**config.mk**
```make
export PLATFORM = sky130hd
export DESIGN_NAME = id_branch_resolve
export DESIGN_NICKNAME = d
export VERILOG_FILES = /design/src/rtl/id_branch_resolve.sv
export SDC_FILE = /design/constraint.sdc
export NUM_CORES = 1
export LEC_CHECK = 0
export ABC_AREA = 1
export BUFFER_PORTS_ARGS = -buffer_cell sky130_fd_sc_hd__buf_2
export CAP_MARGIN = 5
export CORE_ASPECT_RATIO = 1.2
export CORE_MARGIN = 3
export CORE_UTILIZATION = 45
export CTS_BUF_LIST = sky130_fd_sc_hd__clkbuf_8
export DETAILED_ROUTE_END_ITERATION = 6
export PLACE_DENSITY = 0.84
export SKIP_LAST_GASP = 1
export SLEW_MARGIN = 0
export SYNTH_ARGS = -nofsm -noshare
export SYNTH_HDL_FRONTEND = slang
export SYNTH_SLANG_ARGS = --single-unit
```
**constraint.sdc**
```tcl
create_clock -name clk -period 3 [get_ports clk]
set_input_delay 0.6 -clock clk [delete_from_list [all_inputs] [get_ports clk]]
set_output_delay 0.6 -clock clk [all_outputs]
set_load 0.005 [all_outputs]
```
**src/rtl/id_branch_resolve.sv**
```systemverilog
// ID-stage branch resolution: signed/unsigned compare, six branch conditions,
// a registered valid/ready result stage and a table of 2-bit direction predictors.
module id_branch_resolve #(
  parameter int WIDTH     = 32,
  parameter int PHT_DEPTH = 16,
  parameter int PC_W      = 32,
  parameter int CNT_W     = 16
) (
  input  logic             clk,
  input  logic             rst,
  input  logic [PC_W-1:0]  if_pc,
  output logic             if_pred_taken,
  input  logic             in_valid,
  output logic             in_ready,
  input  logic [2:0]       br_op,
  input  logic [PC_W-1:0]  br_pc,
  input  logic             br_pred,
  input  logic [WIDTH-1:0] rD1,
  input  logic [WIDTH-1:0] rD2,
  input  logic             flush,
  output logic             out_valid,
  input  logic             out_ready,
  output logic [1:0]       cmp,
  output logic             taken,
  output logic             mispredict,
  output logic [CNT_W-1:0] mispredict_cnt
);

  localparam int IDX_W = $clog2(PHT_DEPTH);

  localparam logic [2:0] OP_BEQ  = 3'd0;
  localparam logic [2:0] OP_BNE  = 3'd1;
  localparam logic [2:0] OP_BLT  = 3'd2;
  localparam logic [2:0] OP_BGE  = 3'd3;
  localparam logic [2:0] OP_BLTU = 3'd4;
  localparam logic [2:0] OP_BGEU = 3'd5;

  localparam logic [1:0] CMP_EQ = 2'b00;
  localparam logic [1:0] CMP_LT = 2'b01;
  localparam logic [1:0] CMP_GT = 2'b10;

  localparam logic [CNT_W-1:0] CNT_MAX = {CNT_W{1'b1}};

  logic [IDX_W-1:0] if_idx;
  logic [IDX_W-1:0] br_idx;
  logic [1:0]       pht_rd [PHT_DEPTH];

  logic             is_unsigned;
  logic             op_valid;
  logic [WIDTH:0]   opa_ext;
  logic [WIDTH:0]   opb_ext;
  logic [WIDTH:0]   diff;
  logic             is_eq;
  logic             is_lt;
  logic [1:0]       cmp_d;
  logic             taken_d;
  logic             mispredict_d;

  logic             accept;
  logic             out_valid_d;
  logic             pht_we;
  logic [1:0]       pht_cur;
  logic [1:0]       pht_next;

  logic             out_valid_q;
  logic [1:0]       cmp_q;
  logic             taken_q;
  logic             mispredict_q;
  logic [CNT_W-1:0] cnt_q;

  logic             unused_bits;

  assign if_idx = if_pc[2 +: IDX_W];
  assign br_idx = br_pc[2 +: IDX_W];

  // Table state is registered, so a same-cycle update is only visible next cycle.
  assign if_pred_taken = pht_rd[if_idx][1];

  // One extra bit keeps the difference exact, so signed overflow cannot flip LT/GT.
  always_comb begin
    is_unsigned = (br_op == OP_BLTU) || (br_op == OP_BGEU);
    op_valid    = (br_op <= OP_BGEU);
    opa_ext     = {(is_unsigned ? 1'b0 : rD1[WIDTH-1]), rD1};
    opb_ext     = {(is_unsigned ? 1'b0 : rD2[WIDTH-1]), rD2};
    diff        = opa_ext - opb_ext;
    is_eq       = (rD1 == rD2);
    is_lt       = !is_eq && diff[WIDTH];
    if (is_eq) begin
      cmp_d = CMP_EQ;
    end else if (is_lt) begin
      cmp_d = CMP_LT;
    end else begin
      cmp_d = CMP_GT;
    end
  end

  always_comb begin
    taken_d = 1'b0;
    case (br_op)
      OP_BEQ:           taken_d = is_eq;
      OP_BNE:           taken_d = !is_eq;
      OP_BLT, OP_BLTU:  taken_d = is_lt;
      OP_BGE, OP_BGEU:  taken_d = !is_lt;
      default:          taken_d = 1'b0;
    endcase
    mispredict_d = taken_d ^ br_pred;
  end

  assign in_ready = !out_valid_q || out_ready;
  assign accept   = in_valid && in_ready && !flush;

  always_comb begin
    if (accept) begin
      out_valid_d = 1'b1;
    end else if (flush || out_ready) begin
      out_valid_d = 1'b0;
    end else begin
      out_valid_d = out_valid_q;
    end
  end

  always_ff @(posedge clk) begin
    if (rst) begin
      out_valid_q  <= 1'b0;
      cmp_q        <= CMP_EQ;
      taken_q      <= 1'b0;
      mispredict_q <= 1'b0;
      cnt_q        <= '0;
    end else begin
      out_valid_q <= out_valid_d;
      if (accept) begin
        cmp_q        <= cmp_d;
        taken_q      <= taken_d;
        mispredict_q <= mispredict_d;
        if (mispredict_d && (cnt_q != CNT_MAX)) begin
          cnt_q <= cnt_q + 1'b1;
        end
      end
    end
  end

  assign pht_we  = accept && op_valid;
  assign pht_cur = pht_rd[br_idx];

  always_comb begin
    if (taken_d) begin
      pht_next = (pht_cur == 2'b11) ? 2'b11 : pht_cur + 2'd1;
    end else begin
      pht_next = (pht_cur == 2'b00) ? 2'b00 : pht_cur - 2'd1;
    end
  end

  // Each predictor is its own register so reset can restore all entries at once.
  genvar gi;
  generate
    for (gi = 0; gi < PHT_DEPTH; gi++) begin : g_pht
      logic [1:0] entry_q;
      logic       hit;

      assign hit = pht_we && (br_idx == IDX_W'(gi));

      always_ff @(posedge clk) begin
        if (rst) begin
          entry_q <= 2'b01;
        end else if (hit) begin
          entry_q <= pht_next;
        end
      end

      assign pht_rd[gi] = entry_q;
    end
  endgenerate

  assign out_valid      = out_valid_q;
  assign cmp            = cmp_q;
  assign taken          = taken_q;
  assign mispredict     = mispredict_q;
  assign mispredict_cnt = cnt_q;

  assign unused_bits = ^{if_pc, br_pc, diff[WIDTH-1:0]};

endmodule

```
==> results.json <==
{
  "status": "complete, no violations",
  "grt_pass1_wl_um": 17200,
  "dieArea_sq_um": 9870,
  "cp_slowest_stage_delay_ns": 0.28,
  "synth_top_area_cell": "dfxtp_1",
  "rsz0062_at_grt": "no",
  "wl_met1_um": 4290,
  "cts_buffers": 5,
  "area.growth.synth_to_final_pct": 17.7,
  "critPathBufInv": 3,
  "hold_depth": 2,
  "antenna_found_initial": 0,
  "finalPower_w": 0.00152,
  "drive_above_1_share_pct": 20.5,
  "skew_ns": 0.00465,
  "yosysSeqAreaShare_pct": 27.1,
  "synth_seq_cells": 53,
  "fin_nets": 861,
  "cp.arrival_ns": 2.86,
  "maxCapViolations": 0,
  "hpwl_um": 8040,
  "io_buffers": 103,
  "worst_slew_pin_slew_ns": 0.440,
  "reg2reg_slack_ns": 0.71,
  "crit_type": "in -> reg",
  "finalWirelength_um": 10400,
  "grt_overflow": 0,
  "yosysMostFrequentCell": "nand2_1",
  "hold_viol": 0,
  "die_w_um": 91.2,
  "clock.fmax_ghz": 0.383,
  "firstDrtPassIters": 7,
  "power_density_nw_per_um2": 329,
  "hp-class": "reg -> reg",
  "hold_path_startpoint": "cmp[1]$_SDFFE_PP0P_",
  "worstRegToRegCells": 12,
  "clockBufferDepth": 2,
  "finalSetupTns_ns": 0,
  "rows": 36,
  "async_flop_share_pct": 0,
  "wire_per_inst_um": 12.9,
  "cts_hold_buffers": 0,
  "worst_setup_path_end_kind": "flop",
  "report.final.slew_viol_count": 0,
  "nFillCells": 823,
  "clock_latency_ns": 0.31,
  "post_cts_buffers": 0,
  "slowest_stage": "ha_1",
  "wl_met2_um": 5200,
  "syn_nets": 761,
  "relSlewSlack_pct": 70.4,
  "root_buffer": "clkbuf_8",
  "startpoint_type": "input port",
  "finalCriticalPeriod_ns": 2.61,
  "first_iter_violations": 168,
  "synth_area_per_cell_sq_um": 6.63,
  "grtUsageTotal_pct": 20.5,
  "dr_wl_met3_um": 763,
  "core_sq_um": 8290,
  "clkSinkCount": 53,
  "initial_utilization_pct": 47.3,
  "first_global_vias": 4068,
  "synthCells": 591,
  "avgViaCountPerCell": 5.33,
  "path_clk_slew_ns": 0.09,
  "crit_required_ns": 3.25,
  "pin_count": 160,
  "cts_tree": "built",
  "die_h_um": 108,
  "place_congestion": 0.880,
  "worst_slack_ns": 0.387,
  "h-tree-depth": 2,
  "drc": 0,
  "synth_ff_type": "dfxtp_1",
  "diodes": 0,
  "hold_end": "cmp[1]$_SDFFE_PP0P_",
  "pre_cts_ws_ns": 0.0794,
  "r2r-end": "mispredict_cnt[11]$_SDFFE_PP0P_",
  "ctsResizeCount": 0,
  "synth_top_area_share_pct": 27.1,
  "min_period_over_period_pct": 87.1,
  "setup_viol": 0,
  "ant_nets": 0,
  "power_leakage_nw": 2.33,
  "r2r-start": "mispredict_cnt[0]$_SDFFE_PP0P_",
  "synth_edf_count": 0,
  "synth_warnings": 0,
  "hold_slack_ns": 0.473,
  "num_vias": 4288,
  "netlist_top_cells_count": "nand2_1, inv_1, nor2_1",
  "cp_cell_sequence": "buf_2 -> inv_1 -> ha_1 -> nand2_1 -> nor2_2 -> nand4_1 -> nor3_2 -> nand2_1 -> nand3_1 -> nand3_1 -> nand2_1 -> nand2_4 -> nand2_2 -> nand4_1 -> nand2_1 -> inv_1 -> nor2_1",
  "grt_max_degree": 45,
  "routed.top_layer": "met4",
  "path_common_cell": "nand2_1",
  "synth_area_sq_um": 3920,
  "worst-path-max-fanout": 13,
  "ys_top_cells_by_area": "dfxtp_1, nand2_1, ha_1, inv_1, nand4_1",
  "ys_types": 38,
  "peakVddDrop_mv": 0.303,
  "fin_util_pct": 55.6,
  "critical_path.top_delay_family": "simple AND/OR/NAND/NOR gates"
}
[layout make-up]
class                      instances  area (sq um)  share of cell area, %
timing repair buffer             107           558                   12.1
clock buffer                       6          82.6                   1.79
multi-input combinational        414          2350                   50.9
tap                              114           143                   3.09
clock inverter                     1          3.75                 0.0814
sequential                        53          1060                   23.0
inverter                         110           418                   9.06
[worst max-delay path by stage]
stage | from | slack [ns] | cells after the start | end
after CTS | rD2[31] | 0.39 | 17 | mispredict_cnt[0]$_SDFFE_PP0P_
final | rD2[31] | 0.39 | 17 | mispredict_cnt[0]$_SDFFE_PP0P_
after floorplan | rD2[31] | 0.59 | 20 | mispredict_cnt[12]$_SDFFE_PP0P_
after detailed placement | rD2[31] | 0.08 | 17 | mispredict_cnt[0]$_SDFFE_PP0P_
after global placement | rD2[31] | 0.20 | 17 | mispredict_cnt[0]$_SDFFE_PP0P_
after global routing | rD2[31] | 0.04 | 17 | mispredict_cnt[0]$_SDFFE_PP0P_
[cell families (layout without fill, tap and decap cells)]
logic type	after synthesis	in the layout	synth area share, %
AO/OA/AOI/OAI	108	108	17.2
XOR/XNOR	2	2	0.447
adder cells (fa/ha/maj)	33	33	10.5
buffers and inverters	124	224	13.1
flip-flops	53	53	27.1
multiplexers	3	3	0.767
AND/OR/NAND/NOR	268	268	30.8
[worst register-to-register path, cell delays in order, from the launching register on]
cell	delay, ns
dfxtp_1	0.43
ha_1	0.21
nand2_1	0.09
nor3_1	0.40
nand2_1	0.12
nor2_1	0.14
nand3_1	0.28
nand4_1	0.24
inv_1	0.07
nand4_1	0.09
nand2_1	0.05
inv_1	0.05
nor2_1	0.03
[flip-flops by register name (all words and copies together) (netlist names)]
| signal | cells |
|---|---|
| out_valid | 1 |
| cmp | 2 |
| mispredict | 1 |
| mispredict_cnt | 16 |
| taken | 1 |
| g_pht.entry_q | 32 |
[per-stage QoR]
stage               std cells  cell area, sq um
floorplan                 591              3920
global placement          798              4530
detailed placement        798              4530
CTS                       805              4610
global route              805              4610
finish                    805              4610
[routing by layer]
layer | up-vias | GRT usage, %
met4 | 0 | 6.03
met2 | 164 | 39.0
met5 | - | 0
met1 | 1958 | 22.5
met3 | 15 | 4.94
li1 | 2151 | -
[layout by cell type (no fill, tap or decap), drive strengths merged]
master   netlist  layout
nand2        122     122
inv          109     110
buf            6     107
nor2          67      67
dfxtp         53      53
o21ai         44      44
nand4         39      39
a21oi         39      39
ha            33      33
nand3         29      29
a22oi         16      16
nor3           7       7
clkbuf         8       6
mux2i          3       3
o221ai         3       3
o21a           2       2
nor4           2       2
o32ai          1       1
a2111oi        1       1
a21o           1       1
o22ai          1       1
or2            1       1
nor3b          1       1
clkinv         1       1
xor2           1       1
xnor2          1       1
[report_power, final]
| group | total, W | internal, W | switching, W |
|---|---|---|---|
| Sequential | 0.000726 | 0.000716 | 0.0000101 |
| Combinational | 0.000378 | 0.000149 | 0.000230 |
| Clock | 0.000413 | 0.000181 | 0.000233 |
| Total | 0.00152 | 0.00105 | 0.000473 |
Power figures use the tool's default switching activity.
